===== config.mk =====
export PLATFORM = sky130hd
export DESIGN_NAME = vload_return_queue_flat
export DESIGN_NICKNAME = d
export VERILOG_FILES = /design/src/rtl/vlane_pkg.sv /design/src/rtl/vload_return_queue_if.sv /design/src/rtl/vload_dest_fifo.sv /design/src/rtl/vload_return_queue.sv /design/src/flat_wrapper.sv
export SDC_FILE = /design/constraint.sdc
export NUM_CORES = 1
export LEC_CHECK = 0
export ABC_AREA = 1
export BUFFER_PORTS_ARGS = -buffer_cell sky130_fd_sc_hd__buf_2
export CORE_MARGIN = 2
export CORE_UTILIZATION = 40
export CTS_BUF_LIST = sky130_fd_sc_hd__clkbuf_16
export DETAILED_ROUTE_END_ITERATION = 7
export PLACE_DENSITY = 0.75
export SLEW_MARGIN = 10
export SYNTH_ARGS = -nofsm -noshare
export SYNTH_HDL_FRONTEND = slang
export SYNTH_SLANG_ARGS = --single-unit

===== constraint.sdc =====
create_clock -name clk -period 2.2 [get_ports clk]
set_input_delay 0.44 -clock clk [delete_from_list [all_inputs] [get_ports clk]]
set_output_delay 0.44 -clock clk [all_outputs]
set_load 0.05 [all_outputs]

===== src/rtl/vlane_pkg.sv =====
// vlane_pkg: shared lane constants and load-response bundle.
// Optional feature macro used by this slice: VLOAD_HAZARD_CHECK_EN.
package vlane_pkg;

    localparam int VREG_ADDR_W      = 5;
    localparam int LANES_DATA_WIDTH = 64;

    typedef struct packed {
        logic                        valid;
        logic [LANES_DATA_WIDTH-1:0] data;
    } vload_resp_t;

endpackage


===== src/rtl/vload_return_queue_if.sv =====
// vload_return_queue_if: issue, memory-response and VRF write bundle.
// Optional feature macro (affects raw_hazard only): VLOAD_HAZARD_CHECK_EN.
interface vload_return_queue_if
    import vlane_pkg::*;
#(
    parameter int LANES_DATA_WIDTH = vlane_pkg::LANES_DATA_WIDTH,
    parameter int DEST_DEPTH       = 4,
    parameter int CNT_W            = $clog2(DEST_DEPTH + 1)
);
    logic                        wait_load_signal;
    logic [VREG_ADDR_W-1:0]      load_destination;
    logic                        mem_resp_valid;
    logic [LANES_DATA_WIDTH-1:0] mem_resp_data;
    logic                        mem_resp_ready;
    logic                        read_done;
    logic [VREG_ADDR_W-1:0]      load_data_destination;
    logic [LANES_DATA_WIDTH-1:0] data_from_load;
    logic [CNT_W-1:0]            pending_count;
    logic                        almost_full;
    logic [VREG_ADDR_W-1:0]      hazard_addr_1;
    logic [VREG_ADDR_W-1:0]      hazard_addr_2;
    logic [VREG_ADDR_W-1:0]      hazard_addr_3;
    logic                        raw_hazard;
    logic                        overflow_err;

    modport master (
        output wait_load_signal, load_destination,
        output mem_resp_valid, mem_resp_data,
        output hazard_addr_1, hazard_addr_2, hazard_addr_3,
        input  mem_resp_ready, read_done,
        input  load_data_destination, data_from_load,
        input  pending_count, almost_full,
        input  raw_hazard, overflow_err
    );

    modport slave (
        input  wait_load_signal, load_destination,
        input  mem_resp_valid, mem_resp_data,
        input  hazard_addr_1, hazard_addr_2, hazard_addr_3,
        output mem_resp_ready, read_done,
        output load_data_destination, data_from_load,
        output pending_count, almost_full,
        output raw_hazard, overflow_err
    );

endinterface


===== src/rtl/vload_dest_fifo.sv =====
// vload_dest_fifo: circular FIFO exposing its storage and entry-valid map.
// Full pushes are ignored here; the caller flags them.
module vload_dest_fifo #(
    parameter int DEPTH = 4,
    parameter int W     = 5,
    parameter int CW    = $clog2(DEPTH + 1)
) (
    input  logic             clk,
    input  logic             rst,
    input  logic             push,
    input  logic             pop,
    input  logic [W-1:0]     din,
    output logic [W-1:0]     dout,
    output logic             full,
    output logic             empty,
    output logic [CW-1:0]    count,
    output logic [W-1:0]     entries [DEPTH],
    output logic [DEPTH-1:0] entry_valid
);
    localparam int PW = $clog2(DEPTH);

    logic [PW-1:0] wr_ptr;
    logic [PW-1:0] rd_ptr;
    logic [CW-1:0] cnt;
    logic [W-1:0]  mem [DEPTH];
    logic          do_push;
    logic          do_pop;

    assign full    = (cnt == CW'(DEPTH));
    assign empty   = (cnt == '0);
    assign do_push = push && !full;
    assign do_pop  = pop && !empty;
    assign count   = cnt;
    assign dout    = mem[rd_ptr];
    assign entries = mem;

    // Storage write; contents need no reset since validity comes from cnt.
    always_ff @(posedge clk) begin
        if (do_push) begin
            mem[wr_ptr] <= din;
        end
    end

    // Pointer and occupancy tracking.
    always_ff @(posedge clk) begin
        if (rst) begin
            wr_ptr <= '0;
            rd_ptr <= '0;
            cnt    <= '0;
        end else begin
            if (do_push) begin
                wr_ptr <= wr_ptr + PW'(1);
            end
            if (do_pop) begin
                rd_ptr <= rd_ptr + PW'(1);
            end
            unique case ({do_push, do_pop})
                2'b10:   cnt <= cnt + CW'(1);
                2'b01:   cnt <= cnt - CW'(1);
                default: cnt <= cnt;
            endcase
        end
    end

    // Slot i is live when its distance from the head is below the count.
    always_comb begin
        logic [PW-1:0] off;
        entry_valid = '0;
        for (int i = 0; i < DEPTH; i++) begin
            off = PW'(i) - rd_ptr;
            entry_valid[i] = (CW'(off) < cnt);
        end
    end

endmodule


===== src/rtl/vload_return_queue.sv =====
// vload_return_queue: pairs in-order load responses with issued destinations.
// Macro VLOAD_HAZARD_CHECK_EN builds the RAW comparators; otherwise 0.
module vload_return_queue
    import vlane_pkg::*;
#(
    parameter int LANES_DATA_WIDTH = vlane_pkg::LANES_DATA_WIDTH,
    parameter int DEST_DEPTH       = 4,
    parameter int CNT_W            = $clog2(DEST_DEPTH + 1)
) (
    input logic                 clk,
    input logic                 rst,
    vload_return_queue_if.slave bus
);
    logic                        full;
    logic                        empty;
    logic                        accept;
    logic [CNT_W-1:0]            count;
    logic [VREG_ADDR_W-1:0]      head;
    logic [VREG_ADDR_W-1:0]      entries [DEST_DEPTH];
    logic [DEST_DEPTH-1:0]       entry_valid;
    logic                        rd_q;
    logic [VREG_ADDR_W-1:0]      dest_q;
    logic [LANES_DATA_WIDTH-1:0] data_q;
    logic                        ovf_q;
    logic                        hazard;

    assign accept = bus.mem_resp_valid && !empty;

    vload_dest_fifo #(
        .DEPTH (DEST_DEPTH),
        .W     (VREG_ADDR_W),
        .CW    (CNT_W)
    ) u_fifo (
        .clk         (clk),
        .rst         (rst),
        .push        (bus.wait_load_signal),
        .pop         (accept),
        .din         (bus.load_destination),
        .dout        (head),
        .full        (full),
        .empty       (empty),
        .count       (count),
        .entries     (entries),
        .entry_valid (entry_valid)
    );

    // VRF write port: one-cycle pulse after each accepted response.
    always_ff @(posedge clk) begin
        if (rst) begin
            rd_q   <= 1'b0;
            dest_q <= '0;
            data_q <= '0;
        end else begin
            rd_q <= accept;
            if (accept) begin
                dest_q <= head;
                data_q <= bus.mem_resp_data;
            end
        end
    end

    // Sticky flag for a load issued while the queue was full.
    always_ff @(posedge clk) begin
        if (rst) begin
            ovf_q <= 1'b0;
        end else if (bus.wait_load_signal && full) begin
            ovf_q <= 1'b1;
        end
    end

`ifdef VLOAD_HAZARD_CHECK_EN
    // Match issue operands against queued loads and the in-flight write.
    always_comb begin
        hazard = 1'b0;
        for (int i = 0; i < DEST_DEPTH; i++) begin
            if (entry_valid[i] &&
                (entries[i] == bus.hazard_addr_1 ||
                 entries[i] == bus.hazard_addr_2 ||
                 entries[i] == bus.hazard_addr_3)) begin
                hazard = 1'b1;
            end
        end
        if (rd_q &&
            (dest_q == bus.hazard_addr_1 ||
             dest_q == bus.hazard_addr_2 ||
             dest_q == bus.hazard_addr_3)) begin
            hazard = 1'b1;
        end
    end
`else
    logic hazard_unused;

    // Comparators absent; fold their inputs into a sink.
    always_comb begin
        hazard        = 1'b0;
        hazard_unused = ^{bus.hazard_addr_1, bus.hazard_addr_2,
                          bus.hazard_addr_3, entry_valid};
        for (int i = 0; i < DEST_DEPTH; i++) begin
            hazard_unused = hazard_unused ^ (^entries[i]);
        end
    end
`endif

    assign bus.mem_resp_ready        = !empty;
    assign bus.read_done             = rd_q;
    assign bus.load_data_destination = dest_q;
    assign bus.data_from_load        = data_q;
    assign bus.pending_count         = count;
    assign bus.almost_full           = (count >= CNT_W'(DEST_DEPTH - 1));
    assign bus.raw_hazard            = hazard;
    assign bus.overflow_err          = ovf_q;

endmodule


===== src/flat_wrapper.sv =====
// flat-port wrapper written by rule: the top's interface ports become plain ports
module vload_return_queue_flat import vlane_pkg::*;
#(
    parameter int LANES_DATA_WIDTH = vlane_pkg::LANES_DATA_WIDTH,
    parameter int DEST_DEPTH       = 4,
    parameter int CNT_W            = $clog2(DEST_DEPTH + 1)
)
  (clk, rst, bus_wait_load_signal, bus_load_destination, bus_mem_resp_valid, bus_mem_resp_data, bus_hazard_addr_1, bus_hazard_addr_2, bus_hazard_addr_3, bus_mem_resp_ready, bus_read_done, bus_load_data_destination, bus_data_from_load, bus_pending_count, bus_almost_full, bus_raw_hazard, bus_overflow_err);
  vload_return_queue_if #(.LANES_DATA_WIDTH(LANES_DATA_WIDTH), .DEST_DEPTH(DEST_DEPTH), .CNT_W(CNT_W)) bus_i ();
  input logic clk;
  input logic rst;
  input wire logic [$bits(bus_i.wait_load_signal)-1:0] bus_wait_load_signal;
  input wire logic [$bits(bus_i.load_destination)-1:0] bus_load_destination;
  input wire logic [$bits(bus_i.mem_resp_valid)-1:0] bus_mem_resp_valid;
  input wire logic [$bits(bus_i.mem_resp_data)-1:0] bus_mem_resp_data;
  input wire logic [$bits(bus_i.hazard_addr_1)-1:0] bus_hazard_addr_1;
  input wire logic [$bits(bus_i.hazard_addr_2)-1:0] bus_hazard_addr_2;
  input wire logic [$bits(bus_i.hazard_addr_3)-1:0] bus_hazard_addr_3;
  output wire logic [$bits(bus_i.mem_resp_ready)-1:0] bus_mem_resp_ready;
  output wire logic [$bits(bus_i.read_done)-1:0] bus_read_done;
  output wire logic [$bits(bus_i.load_data_destination)-1:0] bus_load_data_destination;
  output wire logic [$bits(bus_i.data_from_load)-1:0] bus_data_from_load;
  output wire logic [$bits(bus_i.pending_count)-1:0] bus_pending_count;
  output wire logic [$bits(bus_i.almost_full)-1:0] bus_almost_full;
  output wire logic [$bits(bus_i.raw_hazard)-1:0] bus_raw_hazard;
  output wire logic [$bits(bus_i.overflow_err)-1:0] bus_overflow_err;
  assign bus_i.wait_load_signal = bus_wait_load_signal;
  assign bus_i.load_destination = bus_load_destination;
  assign bus_i.mem_resp_valid = bus_mem_resp_valid;
  assign bus_i.mem_resp_data = bus_mem_resp_data;
  assign bus_i.hazard_addr_1 = bus_hazard_addr_1;
  assign bus_i.hazard_addr_2 = bus_hazard_addr_2;
  assign bus_i.hazard_addr_3 = bus_hazard_addr_3;
  assign bus_mem_resp_ready = bus_i.mem_resp_ready;
  assign bus_read_done = bus_i.read_done;
  assign bus_load_data_destination = bus_i.load_data_destination;
  assign bus_data_from_load = bus_i.data_from_load;
  assign bus_pending_count = bus_i.pending_count;
  assign bus_almost_full = bus_i.almost_full;
  assign bus_raw_hazard = bus_i.raw_hazard;
  assign bus_overflow_err = bus_i.overflow_err;
  vload_return_queue #(.LANES_DATA_WIDTH(LANES_DATA_WIDTH), .DEST_DEPTH(DEST_DEPTH), .CNT_W(CNT_W)) u_core (.clk(clk), .rst(rst), .bus(bus_i));
endmodule

# --- Yosys cells after proc, flatten, opt, wreduce, memory -nomap -nowiden ---
# Cells that the tools add are included.
# W data, S select, Z words.
word_totals:
  register_bits: 98
  input_bits: 88
  output_inout_bits: 77
  word_cells: 40
op_classes:
  addsub: 4
  order_cmp: 4
  n_eq_ne: 3
  n_mux: 7
  bitwise: 2
  n_reduce_logical: 9
op_table:
  columns: ["operator", "n"]
  rows:
  - ["$bwmux W20", 1]
  - ["$mux W5", 3]
  - ["$bmux W5 S2", 1]
  - ["$demux W5 S2", 1]
  - ["$ge A3 B3 Y1 const B", 2]
  - ["$not A2 Y3", 2]
  - ["$pmux W3 S2", 1]
  - ["$logic_and A1 B1 Y1", 5]
  - ["$add A2 B1 Y2 const B", 2]
  - ["$add A3 B1 Y3 const B", 1]
  - ["$eq A3 B3 Y1 const B", 1]
  - ["$ge A3 B2 Y1 const B", 1]
  - ["$logic_not A3 Y1", 1]
  - ["$lt A3 B1 Y1 const B", 1]
  - ["$sub A3 B1 Y3 const B", 1]
  - ["$eq A2 B1 Y1 const B", 1]
  - ["$eq A2 B2 Y1 const B", 1]
  - ["$logic_not A1 Y1", 2]
  - ["$reduce_bool A2 Y1", 1]

# --- Logic depth before layout (Yosys ltp) ---
# Gate-level depths: netlist of run 1.
logic_depth:
  depth_word: 6
  depth_mapped: 14
  mapped_depth_nobuf: 13

# --- By module ---
# From an unflattened synthesis of run 1, not the netlist that was laid out.
unflattened:
  hier_cells: 588
  area_unflattened_um2: 4410.5
by_module_without_submodules:
  columns: ["mod", "instances", "cells_per_inst", "area_per_inst_um2", "seq_area_each_um2"]
  rows:
  - ["vload_return_queue", 1, 455, 3078.0, 1421.4]
  - ["vload_dest_fifo", 1, 133, 1332.5, 740.7]

# --- Worst setup path after synthesis of run 1 ---
# OpenSTA, ideal clock, no wires.
synth_timing:
  kind: "register to output"
  start: "register u_core.u_fifo.cnt[0], in the netlist u_core.u_fifo.count[0]"
  end: "output bus_almost_full"
  arrival_time_ns: 2.001
  required_time_ns: 1.760
  slack_ns: -0.241
  stages_incl_launch_ff: 3
  path_buffers: 0
  path_cell_list: "dfxtp_1 > inv_1 > o21ai_0"
synth_between:
  elab_chain_len: 1
synth_rtl:
  columns: ["element", "line_no", "rtl"]
  rows:
  - ["start, declared", "vload_dest_fifo.sv:24", "logic [CW-1:0] cnt;"]
  - ["start signal, assigned", "vload_dest_fifo.sv:58", "2'b10: cnt <= cnt + CW'(1);"]
  - ["start signal, assigned", "vload_dest_fifo.sv:59", "2'b01: cnt <= cnt - CW'(1);"]
  - ["start signal, assigned", "vload_dest_fifo.sv:60", "default: cnt <= cnt;"]
  - ["$ge A3 B2 Y1", "vload_return_queue.sv:109", "assign bus.almost_full = (count >= CNT_W'(DEST_DEPTH - 1));"]
  - ["end, declared", "flat_wrapper.sv:24", "output wire logic [$bits(bus_i.almost_full)-1:0] bus_almost_full;"]
# Every way passes these cells.

# --- Final worst setup path of run 1 ---
layout_timing:
  start: "register u_core.u_fifo.cnt[0], in the netlist u_core.u_fifo.count[0]"
  end: "register u_core.u_fifo.cnt[2], in the netlist u_core.u_fifo.count[2]"
layout_between:
  elab_chain_len: 6
  word_cells_on_any_way: 13
  cone_classes: "2 x add/sub; 3 x eq/ne; 1 x mux; 7 x reduce/logical"
layout_rtl:
  columns: ["element", "line_no", "rtl"]
  rows:
  - ["$logic_not A3 Y1", "vload_dest_fifo.sv:30", "assign empty = (cnt == '0);"]
  - ["$logic_not A1 Y1", "vload_dest_fifo.sv:32, vload_return_queue.sv:27", null]
  - ["$logic_and A1 B1 Y1", "vload_return_queue.sv:27", "assign accept = bus.mem_resp_valid && !empty;"]
  - ["$logic_and A1 B1 Y1", "vload_dest_fifo.sv:32", "assign do_pop = pop && !empty;"]
  - ["$eq A2 B1 Y1 or $eq A2 B2 Y1 (tied branches)", "vload_dest_fifo.sv:57", "unique case ({do_push, do_pop})"]
  - ["$pmux W3 S2 or $reduce_bool A2 Y1 (tied branches)", null, null]
# Several ways; a longest one is shown, not always the timed one.
# A chain may end at the register's enable or synchronous reset.

==> metrics.log, run 1 <==
INFO  metric drtAntennaViolNets = 0
INFO  metric diodes = 0
INFO  metric cap_violations = 0
INFO  metric power.static_leakage = 2.40 nW
INFO  metric grt_util_all_layers = 16.2%
INFO  metric h-tree-depth = 3
INFO  metric placement.io_buffers = 148
INFO  metric rows = 35
INFO  metric worstHoldStart = bus_load_destination[0]
INFO  metric number_of_nets_in_the_finished_design = 689
INFO  metric whs_endpoint = u_core.u_fifo.entries[15]$_DFFE_PP_
INFO  metric report.final.hold_viol_count = 0
INFO  metric synth_top_cells_by_area = dfxtp_1 (40%), edfxtp_1 (16%), nor2_1 (12%)
INFO  metric critical_path.startpoint_type = flop
INFO  metric antenna_found_initial = 0
INFO  metric drt_wl_total = 8660 microns
INFO  metric crit-reg2reg-launch = u_core.u_fifo.count[0]$_SDFFE_PP0P_
INFO  metric numCtsBuffers = 9
INFO  metric initial_core_util = 41.6%
INFO  metric timing.hold.worst_path_depth = 1
INFO  metric vdd_ir_drop_max = 1.05 mV
INFO  metric worstSetupEndpointType = flop
INFO  metric maximum_number_of_pins_on_one_net_before_global_route_repair = 78
INFO  metric cts.clk_slew.worst_paths = 0.07 ns
INFO  metric cts.sink_count = 98
INFO  metric fin_skew = 0.00753 ns
INFO  metric synthesis.area = 3860 sq um
INFO  metric synth.yosys.seq_area_share = 56.0%
INFO  metric setup_tns = 0 ns
INFO  metric status = finished, final reports clean
INFO  metric worstHoldPathType = input port to flop
INFO  metric timing.reg2reg.setup_slack = 0.30 ns
INFO  metric timing.slew.headroom = 46.9%
INFO  metric timing.critical_path.arrival = 2.12 ns
INFO  metric clockRootBuffer = clkbuf_16
INFO  metric timing.reg2reg.worst_path_depth = 12
INFO  metric yosys.area.top_type = dfxtp_1
INFO  metric synth_cells = 459
INFO  metric ys_ff_latch = 98
INFO  metric fp.dieArea = 10400 sq um
INFO  metric drtIter0Drc = 133
INFO  metric dpl.hpwl = 5920 microns
INFO  metric final_standard_cell_area_without_fillers = 4920 sq um
INFO  metric globalRouteOverflowTotal = 0
INFO  metric worst-setup-path-type = flop to flop
INFO  metric place_congestion = 0.748
INFO  metric clock_insertion_delay_worst_skew = 0.34 ns
INFO  metric cts_resized = 0
INFO  metric post_drt_wl_per_cell = 11.9 microns
INFO  metric via_count = 3306
INFO  metric cts.hold.buffers_added = 0
INFO  metric via_per_inst = 4.53
INFO  metric cts_post_setup_buffers_inserted = 0
INFO  metric crit_path_max_fanout = 7
INFO  metric r2r_end = u_core.u_fifo.count[2]$_SDFFE_PP0P_
INFO  metric synth_largest_type_area_fraction = 40.5%
INFO  metric powerDensity = 1590 nW/um^2
INFO  metric synthDistinctLibCells = 22
INFO  metric chipHeight = 102 microns
INFO  metric drc_errors = 0
INFO  metric timing_max_transition_violations_final = 0
INFO  metric achievable_freq = 527 MHz
INFO  metric placedInstanceArea = 4600 sq um
INFO  metric io_pins = 165
INFO  metric setup_violations = 0
INFO  metric critPathRequiredTime = 2.43 ns
INFO  metric timing.final.crit_share = 86.2%
INFO  metric ys.warnings.count = 0
INFO  metric clk_path_buf_depth = 2
INFO  metric die_w = 102 microns
INFO  metric rsz0062_at_grt = false
INFO  metric number_of_nets_produced_by_synthesis = 553
INFO  metric tightest_slew = 0.797 ns
INFO  metric synth.avg_cell_area = 8.41 sq um
INFO  metric tritoncts = done
INFO  metric min_period = 1.90 ns
INFO  metric fraction_of_layout_instances_using_a_drive_strength_above_1 = 32.3%
INFO  metric area_inside_the_core_boundary = 9280 sq um
INFO  metric grt_first_pass_wirelength = 13100 microns
INFO  metric detail_route.first_pass.iterations = 4
INFO  metric fin_hold_ws = 0.322 ns
INFO  metric number_of_global_route_vias_before_repair = 2911
INFO  metric areaGrowthSynthToFinish = 27.5%
==> routing by layer <==
metal | wire length [microns] | global-route usage (%) | vias to the layer above | part of all wire (%)
met3 | 529 | 4.58 | 12 | 6.1
li1 | - | - | 1707 | -
met1 | 3660 | 18.3 | 1492 | 42
met4 | 129 | 5.64 | 0 | 1.5
met2 | 4340 | 29.2 | 95 | 50
met5 | 0 | 0 | - | 0
==> layout by cell type, fill, tap and decap left out <==
master / count
dfxtp_1: 75
nor2_1: 127
nand3_1: 15
nor2_2: 20
o21ai_1: 19
inv_2: 3
clkinv_4: 2
inv_1: 41
a21oi_1: 6
buf_2: 148
bufinv_16: 1
nand2_1: 47
conb_1: 1
nand2_4: 2
buf_12: 1
clkbuf_16: 10
inv_6: 1
ha_1: 5
fa_1: 1
dfxtp_2: 3
o21ai_0: 49
nor2_4: 1
edfxtp_1: 20
buf_4: 2
==> power by group <==
part | switching, mW | total (mW) | internal [mW]
Clock | 0.665 | 1.62 | 0.951
Sequential | 0.274 | 2.60 | 2.33
Combinational | 2.77 | 3.62 | 0.855
==> flip-flops by register name, summed over array words and instances, names as in the netlist <==
register and count:
u_core.u_fifo.entries 20, u_core.bus.read_done 1, u_core.bus.data_from_load 64, u_core.u_fifo.wr_ptr 2, u_core.bus.overflow_err 1, u_core.bus.load_data_destination 5
u_core.u_fifo.rd_ptr 2, u_core.u_fifo.count 3
==> worst max-delay path, cell delays in order (launching register included) <==
cell and delay, ns:
dfxtp_2 0.34, nor2_4 0.15, nand2_1 0.11, nand2_1 0.19, ha_1 0.20, inv_1 0.06
fa_1 0.38, inv_1 0.07, nand2_1 0.04, nand3_1 0.09, nand2_1 0.06, nand2_1 0.05
nor2_1 0.04
==> logic make-up (layout without fill, tap and decap cells) <==
kind of cell               Yosys count  after routing  synth area share (%)
AOI/OAI and AO/OA                   74             74                  9.60
adders and majority gates            6              6                  2.14
buffers and inverters               68            209                  9.14
other                                1              1                0.0972
and+or+nand+nor                    212            212                  23.0
DFF                                 98             98                  56.0
==> layout make-up <==
type,instances,area (sq um)
inverter,42,158
multi-input combinational,293,1340
sequential,98,2170
clock inverter,6,63.8
timing repair buffer,151,776
fill,871,4370
clock buffer,10,250
tap,129,161
==> worst max-delay path by stage <==
stage	startpoint	end	slack (ns)	cells after the start
final	u_core.u_fifo.count[0]$_SDFFE_PP0P_	u_core.u_fifo.count[2]$_SDFFE_PP0P_	0.30	12
after global routing	u_core.u_fifo.count[0]$_SDFFE_PP0P_	u_core.u_fifo.count[2]$_SDFFE_PP0P_	0.13	12
after CTS	u_core.u_fifo.count[0]$_SDFFE_PP0P_	u_core.u_fifo.count[2]$_SDFFE_PP0P_	0.30	12
after detailed placement	u_core.u_fifo.count[0]$_SDFFE_PP0P_	u_core.u_fifo.count[2]$_SDFFE_PP0P_	0.31	12
after global placement	u_core.u_fifo.count[0]$_SDFFE_PP0P_	u_core.u_fifo.count[2]$_SDFFE_PP0P_	0.36	12
after floorplan	u_core.u_fifo.count[2]$_SDFFE_PP0P_	u_core.u_fifo.count[2]$_SDFFE_PP0P_	0.08	14
==> Yosys cell counts (all sizes together) <==
| library cell | count |
|---|---|
| nand2 | 49 |
| dfxtp | 78 |
| buf | 17 |
| nor2 | 148 |
| a21oi | 6 |
| fa | 1 |
| clkinv | 1 |
| ha | 5 |
| edfxtp | 20 |
| o21ai | 68 |
| clkbuf | 9 |
| inv | 41 |
| nand3 | 15 |
| conb | 1 |
==> per-stage QoR <==
step	total power [mW]	setup WS, ns	utilization (%)	std cells
3_5_place_dp	6.30	0.314	49.6	713
4_1_cts	7.93	0.300	53.0	729
6_report	7.84	0.303	53.0	729
5_1_grt	8.34	0.126	53.0	729
3_3_place_gp	6.21	0.363	49.6	713
2_1_floorplan	5.65	0.0815	-	459
(Power assumes the default switching activity.)
==> run 2: changes to the inputs <==
CAP_MARGIN = 20   (was default)
PLACE_DENSITY = 0.78   (was 0.75)
clock period = 1.7 ns   (was 2.2 ns; I/O delays follow)
==> run 2 against run 1 <==
Effect of this change:
- fmax is 14% higher
- clock-buffer cell count stayed put
- sequential share of layout area shrank 1.4 points
- critical path type unchanged
- critical endpoint unchanged
- largest power group unchanged
==> metrics.log, run 2 (same netlist as run 1, synthesis figures left out) <==
INFO  metric final_standard_cell_area_without_fillers = 5100 sq um (+3.7%)
INFO  metric leading_cell_types_in_the_layout_fill_and_taps_excluded = buf_2 (147), nor2_1 (126), dfxtp_1 (75)
INFO  metric fp.dieArea = 10400 sq um (unchanged)
INFO  metric post_drt_wl_per_cell = 12.1 microns (+2.1%)
INFO  metric timing.critical_path.arrival = 1.92 ns (-0.20 ns)
INFO  metric report.final.hold_viol_count = 0 (unchanged)
INFO  metric drc_errors = 0 (unchanged)
INFO  metric cts.clk_slew.worst_paths = 0.07 ns (about the same)
INFO  metric diodes = 0 (unchanged)
INFO  metric timing_max_transition_violations_final = 0 (unchanged)
INFO  metric initial_core_util = 41.6% (unchanged)
INFO  metric number_of_global_route_vias_before_repair = 3241 (+11%)
INFO  metric detail_route.first_pass.iterations = 4 (unchanged)
INFO  metric areaGrowthSynthToFinish = 32.2%
INFO  metric clock_insertion_delay_worst_skew = 0.33 ns (about the same)
INFO  metric drtAntennaViolNets = 0 (unchanged)
INFO  metric placement.io_buffers = 148 (unchanged)
INFO  metric critical_path.startpoint_type = flop
INFO  metric crit_path_max_fanout = 2 (-5)
INFO  metric antenna_found_initial = 0 (unchanged)
INFO  metric slowest_stage = dfxtp_4
INFO  metric tritoncts = done
INFO  metric number_of_nets_in_the_finished_design = 706 (+2.5%)
INFO  metric cap_violations = 0 (unchanged)
INFO  metric area_inside_the_core_boundary = 9280 sq um (unchanged)
INFO  metric place_congestion = 0.741 (-0.91%)
INFO  metric setup_violations = 0 (unchanged)
INFO  metric status = finished, final reports clean
INFO  metric globalRouteOverflowTotal = 0 (unchanged)
INFO  metric worst-setup-path-type = flop to flop
INFO  metric h-tree-depth = 3 (unchanged)
INFO  metric die_w = 102 microns (unchanged)
INFO  metric rows = 35 (unchanged)
INFO  metric via_count = 3417 (+3.4%)
INFO  metric power.total = 10.4 mW (+32%)
INFO  metric tightest_slew = 0.788 ns (-0.00891 ns)
INFO  metric max_stage_delay_on_crit_path = 0.36 ns (-0.02 ns)
INFO  metric timing.hold.worst_path_depth = 1 (unchanged)
INFO  metric fin_skew = 0.00751 ns (-0.0000213 ns)
INFO  metric rsz0062_at_grt = true
INFO  metric fraction_of_layout_instances_using_a_drive_strength_above_1 = 35.5% (+3.2 points)
INFO  metric worstHoldPathType = input port to flop
INFO  metric regArea = 2170 sq um (+0.35%)
INFO  metric chipHeight = 102 microns (unchanged)
INFO  metric grt_first_pass_wirelength = 14300 microns (+8.9%)
INFO  metric io_pins = 165 (unchanged)
INFO  metric timing.reg2reg.worst_path_depth = 13 (+1)
INFO  metric dpl.hpwl = 6370 microns (+7.7%)
INFO  metric placement.setup.worst_slack = 0.0101 ns (-0.304 ns)
INFO  metric via_per_inst = 4.58 (+1.0%)
INFO  metric worstSetupEndpointType = flop
INFO  metric cts.sink_count = 98 (unchanged)
INFO  metric vdd_ir_drop_max = 1.48 mV (+40%)
INFO  metric path_cells = nor2_4 -> buf_12 -> nand2_8 -> nand2_8 -> inv_6 -> ha_4 -> inv_4 -> fa_2 -> nand2_2 -> nand3_2 -> nand2_1 -> nand2_1 -> nor2_2
INFO  metric maximum_number_of_pins_on_one_net_before_global_route_repair = 66 (-15%)
INFO  metric critPathRequiredTime = 1.96 ns (-0.47 ns)
INFO  metric whs_endpoint = u_core.u_fifo.entries[8]$_DFFE_PP_
INFO  metric drt_wl_total = 9050 microns (+4.5%)
INFO  metric timing.slew.headroom = 47.5% (+0.59 points)
INFO  metric setup_tns = 0 ns (unchanged)
INFO  metric timing.final.crit_share = 98.1% (+12 points)
INFO  metric clockRootBuffer = clkbuf_16
INFO  metric r2r_end = u_core.u_fifo.count[2]$_SDFFE_PP0P_
INFO  metric drtIter0Drc = 85 (-36%)
INFO  metric multiInputGateArea = 1390 sq um (+3.5%)
INFO  metric worstHoldStart = bus_load_destination[3]
INFO  metric timing.reg2reg.setup_slack = 0.03 ns (-0.27 ns)
INFO  metric crit-reg2reg-launch = u_core.u_fifo.count[1]$_SDFFE_PP0P_
INFO  metric numCtsBuffers = 9 (unchanged)
INFO  metric min_period = 1.67 ns (-0.229 ns)
INFO  metric powerDensity = 2040 nW/um^2 (+28%)
INFO  metric nFillCells = 849 (-2.5%)
INFO  metric placedInstanceArea = 4750 sq um (+3.1%)
INFO  metric power.static_leakage = 2.48 nW (+3.0%)
INFO  metric cts.hold.buffers_added = 0 (unchanged)
INFO  metric timing.critical_path.buf_inv = 3 (+1)
INFO  metric clk_path_buf_depth = 2 (unchanged)
INFO  metric grt_util_all_layers = 17.3% (+1.1 points)
INFO  metric achievable_freq = 600 MHz (+14%)
INFO  metric largest_reg_flops = 64 (unchanged)
INFO  metric mostFrequentLayoutCell = buf_2
INFO  metric crit_family = simple AND/OR/NAND/NOR gates
INFO  metric final.setup.worst_slack = 0.0323 ns (-0.271 ns)
[run 2: report_power, final]
part	switching (mW)	total (mW)	internal, mW
Clock	0.838	1.92	1.08
Sequential	0.328	3.35	3.03
Combinational	3.75	5.12	1.37
[run 2: worst max-delay path by stage]
stage               cells past startpoint                             endpoint                                start
floorplan                              14  u_core.u_fifo.count[2]$_SDFFE_PP0P_  u_core.u_fifo.count[1]$_SDFFE_PP0P_
global placement                       14  u_core.u_fifo.count[2]$_SDFFE_PP0P_  u_core.u_fifo.count[1]$_SDFFE_PP0P_
detailed placement                     13  u_core.u_fifo.count[2]$_SDFFE_PP0P_  u_core.u_fifo.count[1]$_SDFFE_PP0P_
CTS                                    13  u_core.u_fifo.count[2]$_SDFFE_PP0P_  u_core.u_fifo.count[0]$_SDFFE_PP0P_
global route                           13  u_core.u_fifo.count[2]$_SDFFE_PP0P_  u_core.u_fifo.count[1]$_SDFFE_PP0P_
finish                                 13  u_core.u_fifo.count[2]$_SDFFE_PP0P_  u_core.u_fifo.count[1]$_SDFFE_PP0P_
[run 2: cell type report]
| class | count | share of cell area (%) |
|---|---|---|
| multi-input combinational | 293 | 27.3 |
| timing repair buffer | 168 | 18.0 |
| tap | 129 | 3.16 |
| inverter | 42 | 3.29 |
| clock inverter | 6 | 0.736 |
| clock buffer | 10 | 4.91 |
| sequential | 98 | 42.6 |
[run 2: per-layer routing]
metal | up-vias | GRT usage (%) | routed length [microns]
li1 | 1737 | - | -
met4 | 0 | 4.92 | 133
met3 | 13 | 3.76 | 477
met5 | - | 0 | 0
met1 | 1567 | 19.7 | 3880
met2 | 100 | 32.4 | 4550
[run 2: through the flow]
stage | instances | utilization (%) | hold slack (ns)
finish | 746 | 54.9 | 0.232
global route | 746 | 54.9 | 0.218
CTS | 745 | 54.7 | 0.217
detailed placement | 724 | 51.1 | 0.439
global placement | 724 | 51.1 | 0.437
floorplan | 459 | - | 0.409
[run 2: worst reg2reg max path, delay by kind of cell (launching register included)]
family / cells / cell delay [ns]
and+or+nand+nor: 8 / 0.55
adders and majority gates: 2 / 0.48
DFF: 1 / 0.36
buffers and inverters: 3 / 0.20
[run 2: repair_timing]
action                                  4_1_cts  5_1_grt
endpoints found under the setup margin        1       37
gates resized for setup                       3        5
buffers inserted                              5        1
pin swaps                                     9        8
